`src/rtl/aes_pkg.sv`:
```
// Shared types and defaults for the wide AES counter increment slice.
// The state encoding is sparse so that single and double bit upsets never land on another valid state.
package aes_pkg;

   localparam int unsigned CtrSliceSizeDefault = 16;
   localparam int unsigned CtrNumSlicesDefault = 8;

   // Pairwise Hamming distances: IDLE/INCR 5, IDLE/ERROR 4, INCR/ERROR 3.
   typedef enum logic [5:0] {
      CTR_IDLE  = 6'b001011,
      CTR_INCR  = 6'b110101,
      CTR_ERROR = 6'b100000
   } aes_ctr_wide_e;

endpackage

```
`src/rtl/aes_ctr_slice_add.sv`:
```
// Combinational slice adder; the extra MSB of the sum is the carry into the next slice.
module aes_ctr_slice_add #(
   parameter int unsigned SliceSize = 16
) (
   input  logic [SliceSize-1:0] a,
   input  logic [SliceSize-1:0] b,
   output logic [SliceSize-1:0] sum,
   output logic                 carry
);

   logic [SliceSize:0] sum_full;

   assign sum_full     = {1'b0, a} + {1'b0, b};
   assign {carry, sum} = sum_full;

endmodule

```
`src/rtl/aes_ctr_wide_fsm.sv`:
```
// Wide counter incrementer: walks the counter one slice per cycle, stopping as soon as
// the carry dies out or the top active slice (32-bit or full width) has been written.
module aes_ctr_wide_fsm
   import aes_pkg::*;
#(
   parameter int unsigned SliceSize = CtrSliceSizeDefault,
   parameter int unsigned NumSlices = CtrNumSlicesDefault,
   localparam int unsigned SliceIdxW = (NumSlices > 1) ? $clog2(NumSlices) : 1
) (
   input  logic                 clk_i,
   input  logic                 rst_i,
   input  logic                 incr_i,
   input  logic [SliceSize-1:0] incr_step_i,
   input  logic                 inc32_i,
   output logic                 ready_o,
   output logic                 done_o,
   output logic                 ovf_o,
   input  logic                 err_i,
   output logic                 alert_o,
   output logic [SliceIdxW-1:0] ctr_slice_idx_o,
   input  logic [SliceSize-1:0] ctr_slice_i,
   output logic [SliceSize-1:0] ctr_slice_o,
   output logic                 ctr_we_o
);

   localparam int unsigned LastIdx32   = 32 / SliceSize - 1;
   localparam int unsigned LastIdxFull = NumSlices - 1;

   if (!(SliceSize == 8 || SliceSize == 16 || SliceSize == 32)) begin : gen_bad_slice_size
      $error("aes_ctr_wide_fsm: SliceSize must be 8, 16 or 32");
   end
   if (NumSlices * SliceSize < 32) begin : gen_bad_num_slices
      $error("aes_ctr_wide_fsm: NumSlices*SliceSize must be at least 32");
   end

   // SEC_CM: CTR.FSM.SPARSE
   // SEC_CM: CTR.FSM.LOCAL_ESC
   aes_ctr_wide_e        state_reg;
   logic [SliceIdxW-1:0] idx_reg;
   logic                 carry_reg;
   logic [SliceSize-1:0] step_reg;
   logic                 mode_reg;

   logic [SliceSize-1:0] addend;
   logic [SliceSize-1:0] sum;
   logic                 carry_out;
   logic [SliceIdxW-1:0] last_idx;
   logic                 is_last;
   logic                 finish;

   // Only slice 0 takes the step; higher slices only ever absorb a single carry.
   assign addend   = (idx_reg == '0) ? step_reg : {{(SliceSize-1){1'b0}}, carry_reg};
   assign last_idx = mode_reg ? SliceIdxW'(LastIdx32) : SliceIdxW'(LastIdxFull);
   assign is_last  = (idx_reg == last_idx);
   assign finish   = !carry_out || is_last;

   aes_ctr_slice_add #(
      .SliceSize(SliceSize)
   ) u_slice_add (
      .a    (ctr_slice_i),
      .b    (addend),
      .sum  (sum),
      .carry(carry_out)
   );

   always_ff @(posedge clk_i) begin
      if (rst_i) begin
         state_reg <= CTR_IDLE;
         idx_reg   <= '0;
         carry_reg <= 1'b0;
         step_reg  <= '0;
         mode_reg  <= 1'b0;
      end else if (err_i) begin
         state_reg <= CTR_ERROR;
      end else begin
         case (state_reg)
            CTR_IDLE: begin
               if (incr_i) begin
                  step_reg  <= incr_step_i;
                  mode_reg  <= inc32_i;
                  idx_reg   <= '0;
                  carry_reg <= 1'b0;
                  state_reg <= CTR_INCR;
               end
            end
            CTR_INCR: begin
               if (finish) begin
                  idx_reg   <= '0;
                  carry_reg <= 1'b0;
                  state_reg <= CTR_IDLE;
               end else begin
                  idx_reg   <= idx_reg + SliceIdxW'(1);
                  carry_reg <= carry_out;
               end
            end
            CTR_ERROR: state_reg <= CTR_ERROR;
            default:   state_reg <= CTR_ERROR;
         endcase
      end
   end

   // Anything other than IDLE or INCR (ERROR or a corrupted encoding) raises the alert.
   always_comb begin
      ready_o  = 1'b0;
      ctr_we_o = 1'b0;
      done_o   = 1'b0;
      ovf_o    = 1'b0;
      alert_o  = 1'b1;
      if (state_reg == CTR_IDLE) begin
         ready_o = 1'b1;
         alert_o = 1'b0;
      end else if (state_reg == CTR_INCR) begin
         ctr_we_o = 1'b1;
         done_o   = finish;
         ovf_o    = is_last && carry_out;
         alert_o  = 1'b0;
      end
   end

   assign ctr_slice_o     = sum;
   assign ctr_slice_idx_o = idx_reg;

   assert property (@(posedge clk_i) disable iff (rst_i)
      !alert_o |-> (state_reg == CTR_IDLE || state_reg == CTR_INCR));

endmodule

```
`config.mk`:
```
export PLATFORM = sky130hd
export DESIGN_NAME = aes_ctr_wide_fsm
export DESIGN_NICKNAME = d
export VERILOG_FILES = /design/src/rtl/aes_pkg.sv /design/src/rtl/aes_ctr_slice_add.sv /design/src/rtl/aes_ctr_wide_fsm.sv
export SDC_FILE = /design/constraint.sdc
export NUM_CORES = 1
export LEC_CHECK = 0
export ABC_AREA = 1
export CORE_MARGIN = 3
export CORE_UTILIZATION = 43
export CTS_BUF_LIST = sky130_fd_sc_hd__clkbuf_8
export CTS_CLUSTER_DIAMETER = 100
export DETAILED_ROUTE_END_ITERATION = 6
export PLACE_DENSITY = 0.88
export SETUP_SLACK_MARGIN = 0.5
export SLEW_MARGIN = 20
export SYNTH_ARGS = -nofsm -noshare
export SYNTH_HDL_FRONTEND = slang
export SYNTH_SLANG_ARGS = --single-unit
```
`constraint.sdc`:
```
create_clock -name clk_i -period 2.85 [get_ports clk_i]
set_clock_uncertainty 0.1 [all_clocks]
set_input_delay 0.57 -clock clk_i [delete_from_list [all_inputs] [get_ports clk_i]]
set_output_delay 0.57 -clock clk_i [all_outputs]
set_load 0.01 [all_outputs]
```
==> results.py <==
metrics = {
    "status": {
        "status": "finished with violations",
        "violations": "DRC, setup timing",
    },
    "final_layout": {
        "drive_gt1_share_pct": 50.84,
        "postLayoutCellArea_um2": 3761,
        "antennaDiodeCount": 0,
        "layout-area-overhead-vs-synth_pct": 99.07,
        "largest_reg_flops": 16,
        "fin_util_pct": 91.40,
        "finalNetCount": 474,
    },
    "synth": {
        "avgSynthCellArea_um2": 6.653,
        "yosysWarnings": 0,
        "post_synth_inst_count": 284,
        "ys_types": 29,
        "ys_seq_area_share_pct": 26.49,
        "synth_edf_count": 0,
        "synthesis.nets": 340,
        "synthesis.area_um2": 1889,
        "ys_seq_elements": 25,
        "async_reset_ff_share_pct": 0,
        "synth_flop_cell": "dfxtp_1",
    },
    "place": {
        "gp_congestion": 0.8312,
        "hpwl_mm": 4.308,
        "postPlaceCellArea_um2": 2952,
        "pre_cts_slack_ns": -0.7049,
        "io_buffers": 60,
    },
    "die": {
        "die_w_um": 72.29,
        "io-pin-count": 61,
        "die_y_um": 72.29,
        "die_area_um2": 5225,
        "core.rowCount": 23,
        "coreArea_um2": 4115,
        "initial_utilization_pct": 45.91,
    },
    "power_and_ir_drop": {
        "peakVddDrop_mv": 0.3654,
        "power_leakage_nw": 1.683,
        "powerDensity_nw_per_um2": 263.3,
    },
    "grt": {
        "grt_overflow": 0,
        "grt_pass1_wl_mm": 12.39,
        "antenna_found_initial": 0,
        "grt_max_degree": 35,
        "grt_pass1_vias": 2739,
        "grt_use_total_pct": 30.28,
    },
    "setup_path": {
        "ff2ff_path_depth": 24,
        "cp.arrival_ns": 2.74,
        "worst_ep_required_time_ns": 2.18,
        "cp_max_fo": 8,
        "critPathKind": "register to output pin",
        "cp-start-kind": "register",
        "endpoint_kind": "output pin",
    },
    "timing": {
        "setup_viol_count_final": 16,
        "fmax_mhz": 293.5,
        "final-max-slew-violation-count": 0,
        "tightest_slew_ns": 0.6532,
        "period_needed_ns": 3.407,
        "hold_violations": 0,
        "slew-limit-headroom_pct": 56.41,
        "rsz0062_at_grt": "yes",
        "fin_ws_ns": -0.5568,
        "period_share_pct": 119.5,
        "holdWs_ns": 0.3770,
    },
    "routing": {
        "dr.pass1.iters": 7,
        "totalWireLength_mm": 10.00,
        "drc": 6,
        "vias_per_cell": 6.060,
        "vias": 2830,
        "ant_nets": 0,
        "first_iter_violations": 330,
        "avgRoutedWirePerCell_um": 21.42,
    },
    "clocking": {
        "clk_pin_slew_worst_paths_ns": 0.08,
        "cts_made_buffers": 3,
        "clock-sinks": 25,
        "clk_latency_ns": 0.28,
        "cts_tree": "yes",
        "root_buffer": "clkbuf_8",
        "h-tree-depth": 1,
        "cts_buffer_depth": 2,
    },
    "min_path": {
        "min_delay_path_depth": 2,
        "hp-class": "register to register",
    },
    "flow_run": {
        "drv_cap": 0,
    },
}
cells in the mapped netlist, types with 2 or more instances:
| library cell | n | share of area [%] |
|---|---|---|
| a211oi_1 | 2 | 0.79 |
| xnor2_1 | 2 | 0.93 |
| xor2_1 | 10 | 4.6 |
| o21ai_0 | 25 | 6.6 |
| nand3_1 | 8 | 2.1 |
| nand4_1 | 2 | 0.66 |
| nand3_2 | 2 | 1.1 |
| nor2_1 | 30 | 6.0 |
| a21oi_1 | 30 | 7.9 |
| clkbuf_1 | 4 | 0.79 |
| nand2_2 | 8 | 2.6 |
| a21oi_2 | 2 | 0.93 |
| inv_2 | 2 | 0.40 |
| nor2_2 | 5 | 1.7 |
| inv_1 | 44 | 8.7 |
| nand2_1 | 52 | 10 |
| dfxtp_1 | 25 | 26 |
| nor3_1 | 3 | 0.79 |
| ha_1 | 18 | 12 |
critical path: stages (launching register included):
cell,delay [ns]
dfxtp_4,0.37
inv_4,0.04
ha_4,0.15
nand2_4,0.09
buf_12,0.15
nor2_1,0.05
ha_1,0.36
nand2_2,0.10
nor2_2,0.16
a21oi_2,0.13
o21ai_2,0.20
buf_4,0.16
buf_4,0.12
xor2_2,0.19
buf_2,0.18
stage by stage:
| step | total power [mW] | TNS (ns) | std cells |
|---|---|---|---|
| final | 0.9905 | -5.665 | 467 |
| after global routing | 1.016 | -6.722 | 467 |
| after CTS | 0.8981 | -2.466 | 460 |
| after detailed placement | 0.6605 | -8.039 | 432 |
| after global placement | 0.6528 | -7.269 | 432 |
| after floorplan | 0.4956 | 0 | 284 |
layout make-up:
| type | count | area, um2 |
|---|---|---|
| Tap cell | 50 | 62.56 |
| Multi-Input combinational cell | 207 | 1765 |
| Timing Repair Buffer | 135 | 1197 |
| Inverter | 46 | 182.7 |
| Clock inverter | 1 | 3.754 |
| Sequential cell | 25 | 508.0 |
| Clock buffer | 3 | 41.29 |
| Fill cell | 147 | 354.1 |
what timing repair did:
action | 4_1_cts | 5_1_grt
pin swaps | 41 | 41
setup buffers | 24 | 7
gates resized for setup | 144 | 58
gates cloned | 0 | 0
setup endpoints to repair | 25 | 24
hold buffers | 0 | 0
path summary, 6_finish.rpt:
kind                    endpoint  slack (ns)               start
setup / recovery  ctr_slice_o[7]       -0.56  ctr_slice_idx_o[1]
hold / removal          mode_reg        0.38            mode_reg
setup reg to reg    state_reg[5]       -0.20  ctr_slice_idx_o[1]
hold reg to reg         mode_reg        0.38            mode_reg
cell families after synthesis:
group / share of synthesized area (%)
flops: 26.49
buf+inv: 10.60
fa+ha+maj: 12.98
compound gates: 17.81
simple gates: 26.56
xor+xnor: 5.563
cell usage in the layout, fill, tap and decap left out, drive strengths merged:
| master | instances |
|---|---|
| inv | 47 |
| fa | 1 |
| a21oi | 32 |
| o21ai | 27 |
| buf | 91 |
| a31oi | 1 |
| dlygate4sd2 | 2 |
| nor2 | 35 |
| nand4 | 2 |
| nand3 | 10 |
| xor2 | 10 |
| nand3b | 1 |
| xnor2 | 2 |
| clkdlybuf4s50 | 42 |
| nor3 | 3 |
| ha | 18 |
| dfxtp | 25 |
| clkbuf | 3 |
| a211oi | 2 |
| and3 | 2 |
| nand2 | 60 |
| a31o | 1 |
where the power goes:
part	switching (mW)	internal (mW)	leakage, nW	total (mW)
combinational	0.208	0.205	1.45	0.413
clock	0.118	0.0970	0.0269	0.215
sequential	0.00485	0.357	0.205	0.362
metal layers:
layer  wire (um)  vias up  global-route usage (%)
li1            -     1184                       -
met1        3452     1270                   30.12
met2        4529      270                   58.04
met3        1001      106                   5.679
met4        1018        0                   16.70
met5           0        -                       0
(Power assumes the default switching activity.)
